<file path="config.mk">
export PLATFORM = sky130hd
export DESIGN_NAME = seq_magnitude_comparator
export DESIGN_NICKNAME = d
export VERILOG_FILES = /design/src/rtl/seq_magnitude_comparator_pkg.sv /design/src/rtl/seq_magnitude_comparator_digit.sv /design/src/rtl/seq_magnitude_comparator.sv
export SDC_FILE = /design/constraint.sdc
export NUM_CORES = 1
export LEC_CHECK = 0
export CORE_MARGIN = 2
export CORE_UTILIZATION = 30
export DETAILED_ROUTE_END_ITERATION = 7
export PLACE_DENSITY = 0.51
export SLEW_MARGIN = 20
export SYNTH_ARGS = -nofsm -noshare
export SYNTH_HDL_FRONTEND = slang
export SYNTH_SLANG_ARGS = --single-unit
export TNS_END_PERCENT = 30
</file>
<file path="constraint.sdc">
create_clock -name clk -period 6.1 [get_ports clk]
set_clock_uncertainty 0.15 [all_clocks]
set_input_delay 1.22 -clock clk [delete_from_list [all_inputs] [get_ports clk]]
set_output_delay 1.22 -clock clk [all_outputs]
set_load 0.02 [all_outputs]
</file>
<file path="src/rtl/seq_magnitude_comparator_pkg.sv">
// cmp_pkg: shared types and constants for the sequential magnitude comparator.
//   state_t       - FSM encoding (IDLE, SCAN)
//   CMP_UNSIGNED  - signed_mode value for unsigned compare
//   CMP_SIGNED    - signed_mode value for two's-complement compare
//   idx_width()   - digit index register width for a given digit count
package cmp_pkg;

  typedef enum logic {
    IDLE = 1'b0,
    SCAN = 1'b1
  } state_t;

  localparam logic CMP_UNSIGNED = 1'b0;
  localparam logic CMP_SIGNED   = 1'b1;

  // A single-digit compare still needs a 1-bit index register.
  function automatic int idx_width(input int ndig);
    return (ndig > 1) ? $clog2(ndig) : 1;
  endfunction

endpackage

</file>
<file path="src/rtl/seq_magnitude_comparator_digit.sv">
// cmp_digit: combinational unsigned compare of one DIGIT-bit digit.
//   da, db - digit of operand A / B
//   lt     - da < db
//   gt     - da > db
module cmp_digit #(
  parameter int DIGIT = 1
) (
  input  logic [DIGIT-1:0] da,
  input  logic [DIGIT-1:0] db,
  output logic             lt,
  output logic             gt
);

  assign lt = (da < db);
  assign gt = (da > db);

endmodule

</file>
<file path="src/rtl/seq_magnitude_comparator.sv">
// seq_magnitude_comparator: multi-cycle MSB-first magnitude comparator.
// Scans DIGIT bits per cycle and finishes at the first differing digit.
//   clk, rst_n          - clock, async active-low reset
//   start               - request compare (accepted only in IDLE)
//   signed_mode         - 1: two's-complement, 0: unsigned (sampled with start)
//   a, b                - operands (sampled with start)
//   busy                - high while scanning
//   done                - one-cycle result-valid pulse
//   less, equal, greater - registered result, held until next accepted start
// WIDTH must be >= 2 and a multiple of DIGIT.
module seq_magnitude_comparator
  import cmp_pkg::*;
#(
  parameter int WIDTH = 8,
  parameter int DIGIT = 1
) (
  input  logic             clk,
  input  logic             rst_n,
  input  logic             start,
  input  logic             signed_mode,
  input  logic [WIDTH-1:0] a,
  input  logic [WIDTH-1:0] b,
  output logic             busy,
  output logic             done,
  output logic             less,
  output logic             equal,
  output logic             greater
);

  localparam int NDIG = WIDTH / DIGIT;
  localparam int IW   = idx_width(NDIG);
  localparam logic [WIDTH-1:0] MSB    = {1'b1, {(WIDTH-1){1'b0}}};
  localparam logic [IW-1:0]    IDX_HI = IW'(NDIG - 1);

  state_t           state, state_nxt;
  logic [WIDTH-1:0] opa, opb;
  logic [WIDTH-1:0] sha, shb;
  logic [31:0]      sh_amt;
  logic [IW-1:0]    idx;
  logic [DIGIT-1:0] da, db;
  logic             lt, gt, last;

  // Select the current digit by shifting it down to bit 0.
  assign sh_amt = 32'(idx) * 32'(DIGIT);
  assign sha    = opa >> sh_amt;
  assign shb    = opb >> sh_amt;
  assign da     = sha[DIGIT-1:0];
  assign db     = shb[DIGIT-1:0];
  assign last   = (idx == '0);

  cmp_digit #(.DIGIT(DIGIT)) u_dig (
    .da (da),
    .db (db),
    .lt (lt),
    .gt (gt)
  );

  // State register
  always_ff @(posedge clk or negedge rst_n) begin
    if (!rst_n) state <= IDLE;
    else        state <= state_nxt;
  end

  // Next state
  always_comb begin
    state_nxt = state;
    case (state)
      IDLE: if (start) state_nxt = SCAN;
      SCAN: if (lt || gt || last) state_nxt = IDLE;
      default: state_nxt = IDLE;
    endcase
  end

  // Outputs decoded from state
  always_comb begin
    busy = 1'b0;
    if (state == SCAN) busy = 1'b1;
  end

  // Operands, digit index, result flags
  always_ff @(posedge clk or negedge rst_n) begin
    if (!rst_n) begin
      opa     <= '0;
      opb     <= '0;
      idx     <= '0;
      done    <= 1'b0;
      less    <= 1'b0;
      equal   <= 1'b0;
      greater <= 1'b0;
    end else begin
      done <= 1'b0;
      case (state)
        IDLE: if (start) begin
          // Flipping both MSBs maps two's-complement order onto unsigned order.
          opa     <= (signed_mode == CMP_SIGNED) ? (a ^ MSB) : a;
          opb     <= (signed_mode == CMP_SIGNED) ? (b ^ MSB) : b;
          idx     <= IDX_HI;
          less    <= 1'b0;
          equal   <= 1'b0;
          greater <= 1'b0;
        end
        SCAN: begin
          if (gt) begin
            greater <= 1'b1;
            done    <= 1'b1;
          end else if (lt) begin
            less <= 1'b1;
            done <= 1'b1;
          end else if (last) begin
            equal <= 1'b1;
            done  <= 1'b1;
          end else begin
            idx <= idx - 1'b1;
          end
        end
        default: ;
      endcase
    end
  end

endmodule
</file>
==> results.md <==
- Std cell rows: 22
- Effective utilization at floorplan: 31.3%
- Ratio of cells with drive above 1 in the final layout: 21.6%
- Critical-path top delay cell: sky130_fd_sc_hd__clkdlybuf4s50_1
- Post-DP Area: 1440 um2
- Setup TNS after final layout: 0 ns
- Cell family with most CP delay: buffers and inverters
- Detail Placement HPWL: 1550 um
- Dominant combinational cell family by area after synthesis: multiplexers
- Clock insertion delay at the later pin of the skew report: about 0.26 ns
- Max IR drop VDD: 0.141 mV
- Highest clock rate: 346 MHz
- Number of buffers created by CTS: 3
- Number of warnings printed during yosys synthesis: 0
- Net total in the final layout: around 140
- I/O pin count: 25
- Final Hold Violating Endpoints: 0
- Htree depth: 1
- Synthesis-to-finish area growth: 30.2%
- Share of synthesized cell area in full adder, half adder and majority cells: 4.33%
- Floorplan die width: 66.1 um
- DRC marker count from the first detailed-route iteration: between 40 and 50
- Drt pass-1 iters: 2
- Crit start category: flop
- Number of clock sinks: 24
- Crit path cell chain: clkdlybuf4s50_1
- Fillcell total: around 370
- I/O Buffers: 24
- Setup repair after global routing missed its margin: false
- Cell count after synthesis: 91
- Detail Route Antenna Nets: 0
- Critical path data required time: 4.73 ns
- Number of failing setup endpoints in the final timing report: 0
- Fraction of the mapped netlist area in simple logic gates: 6.28%
- Largest net degree at the start of global routing: 25
- Share of the clock period used by the worst path: 47.3%
- Placeable core area: 3690 um2
- Synthesized net count: 115
- Antenna violations before repair: 0
- Parity-gate share of the synthesized area counting xor and xnor cells: 1.52%
- Number of max-cap violations: 0
- Wire length of the first global-routing pass: 3660 um
- Cell taking the most area after synthesis: sky130_fd_sc_hd__dfrtp_1
- Global routing usage summed across all routing layers: ~11%
- Number of global-route vias before repair: between 700 and 800
- Residual DRC count: 0
- Inserted Diodes: 0
- Final count of pins violating max slew: 0
- Vias: 763
- Die Footprint: 4370 um2
- Transition time at the pin with the least slew margin: 0.531 ns
- Fraction of synthesized cell area taken by the top area cell type: 51.9%
- Flop and latch count out of synthesis: 24
- LEAKAGE: 0.638 nW
- Max FO, Critical Path: 14
- Post-synthesis instance area: ~1200 um2
- WS Path Type: flop to primary output
- Total congestion overflow: 0
- Portion of netlist area occupied by mux cells: 23.2%
- CTS Hold Buffers Added: 0
- Fraction of the yosys area taken by sequential cells: slightly above 50%
- Top cells by area in the synthesized netlist: sky130_fd_sc_hd__dfrtp_1, sky130_fd_sc_hd__mux2_2, sky130_fd_sc_hd__mux4_2, sky130_fd_sc_hd__ha_1, sky130_fd_sc_hd__a21oi_1
- Number of distinct library cells after synthesis: 26
- Critical Path Max Stage Delay: 0.68 ns
- Average size of a mapped cell: about 13 um2
- Min Clock Period, post-route: a little under 3 ns
- Cell area after layout: 1510 um2
- Critical Path End Type: primary output
- Classification of the worst-slack hold path: flop to flop
- TritonCTS clock tree: yes
- Height of the die: 66.1 um
- Post-detailed-routing wire length: 2090 um
- Clock Root Buffer: sky130_fd_sc_hd__clkbuf_8
- CP bufs+invs: 1
- Resized cells post-CTS: 0
- Detailed-route wire length per cell: 12.7 um
- Final Wtd Congestion: 0.790
- Run status: complete, no violations
- CTS Buffer Depth: 2
- Rel. slew slack: 64.6%
- Endpoint arrival time on the critical path: 1.52 ns
- Compound-cell area share of the yosys netlist: 8.66%
- Buffer count from post-CTS setup fixing: 0
- Clk slew on worst S/H paths: 0.09 ns
- Routed vias/inst: 4.65
- Pwr per Cell Area: 484 nW/um2
==> report_power, final <==
part | total [W] | switching, W | internal [W]
registers | 0.000289 | 0.0000578 | 0.000231
clock network | 0.000137 | 0.0000495 | 0.0000876
logic | 0.000304 | 0.000132 | 0.000172
==> stage by stage <==
step                cells  total power [W]  utilization, %  hold WS, ns  setup slack [ns]
CTS                   164         0.000740            40.9        0.367              3.20
detailed placement    160         0.000602            39.0        0.346              3.28
floorplan              91         0.000519               -        0.325              3.93
global route          164         0.000787            40.8        0.384              3.11
global placement      160         0.000595            39.0        0.340              3.30
finish                164         0.000729            40.8        0.362              3.21
==> final cells by class <==
| type | instances | area [um2] | area share [%] |
|---|---|---|---|
| sequential | 24 | 601 | 39.9 |
| clock buffer | 3 | 41.3 | 2.74 |
| timing repair buffer | 25 | 243 | 16.1 |
| inverter | 6 | 22.5 | 1.50 |
| clock inverter | 1 | 30.0 | 2.00 |
| tap | 48 | 60.1 | 3.99 |
| multi-input combinational | 57 | 508 | 33.7 |
==> cells in the final DEF, fill, tap and decap left out, drive strengths merged <==
| master | n |
|---|---|
| dfrtp | 24 |
| clkdlybuf4s50 | 23 |
| mux2 | 14 |
| nor2 | 8 |
| a21oi | 7 |
| inv | 6 |
| mux4 | 4 |
| ha | 4 |
| clkbuf | 3 |
| mux2i | 2 |
| nor2b | 2 |
| nand2 | 2 |
| xnor2 | 2 |
| buf | 2 |
| nand2b | 1 |
| a31o | 1 |
| a21boi | 1 |
| o31ai | 1 |
| a41oi | 1 |
| o311ai | 1 |
| nand4 | 1 |
| o311a | 1 |
| nand3 | 1 |
| a21o | 1 |
| nor3 | 1 |
| a31oi | 1 |
| bufinv | 1 |
==> cells by family after synthesis <==
group                      after synthesis
buffers and inverters                   10
AOI/OAI and AO/OA                       15
muxes                                   20
DFF                                     24
xor gates and xnor gates                 2
adders and majority gates                4
and+or+nand+nor                         16
==> synthesized netlist by cell type <==
master / number
sky130_fd_sc_hd__a21boi_0: 1
sky130_fd_sc_hd__a21o_1: 1
sky130_fd_sc_hd__a21oi_1: 7
sky130_fd_sc_hd__a31o_2: 1
sky130_fd_sc_hd__a31oi_1: 1
sky130_fd_sc_hd__a41oi_1: 1
sky130_fd_sc_hd__buf_2: 2
sky130_fd_sc_hd__buf_6: 1
sky130_fd_sc_hd__clkbuf_1: 1
sky130_fd_sc_hd__dfrtp_1: 24
sky130_fd_sc_hd__ha_1: 4
sky130_fd_sc_hd__inv_1: 6
sky130_fd_sc_hd__mux2_2: 14
sky130_fd_sc_hd__mux2i_1: 2
sky130_fd_sc_hd__mux4_2: 4
sky130_fd_sc_hd__nand2_1: 2
sky130_fd_sc_hd__nand2b_1: 1
sky130_fd_sc_hd__nand3_1: 1
sky130_fd_sc_hd__nand4_1: 1
sky130_fd_sc_hd__nor2_1: 8
sky130_fd_sc_hd__nor2b_1: 2
sky130_fd_sc_hd__nor3_1: 1
sky130_fd_sc_hd__o311a_1: 1
sky130_fd_sc_hd__o311ai_1: 1
sky130_fd_sc_hd__o31ai_1: 1
sky130_fd_sc_hd__xnor2_1: 2
==> metal layers <==
| layer | wire, um | track usage (%) | vias to the layer above |
|---|---|---|---|
| met5 | 0 | 0 | - |
| met4 | 0 | 2.30 | 0 |
| met3 | 76 | 2.04 | 0 |
| met2 | 1040 | 18.9 | 13 |
| met1 | 976 | 14.0 | 374 |
| li1 | - | - | 376 |
==> sequential cells by signal (all words and copies together), names as in the netlist <==
register,count
equal,1
opa,8
state,1
opb,8
greater,1
idx,3
less,1
done,1
==> path summary, 6_finish.rpt <==
| check | from | endpoint | slack [ns] | depth (start not counted) |
|---|---|---|---|---|
| max | state$_DFF_PN0_ | busy | 3.21 | 1 |
| min in group asynchronous | rst_n | opb[0]$_DFFE_PN0P_ | 0.77 | 1 |
| min | opb[2]$_DFFE_PN0P_ | opb[2]$_DFFE_PN0P_ | 0.36 | 1 |
| min reg2reg | opb[2]$_DFFE_PN0P_ | opb[2]$_DFFE_PN0P_ | 0.36 | 1 |
| max reg2reg | idx[0]$_DFFE_PN0P_ | idx[0]$_DFFE_PN0P_ | 3.59 | 7 |
| max in group asynchronous | rst_n | done$_DFF_PN0_ | 4.66 | 1 |
Note: power is estimated with default switching activity, not from simulation.
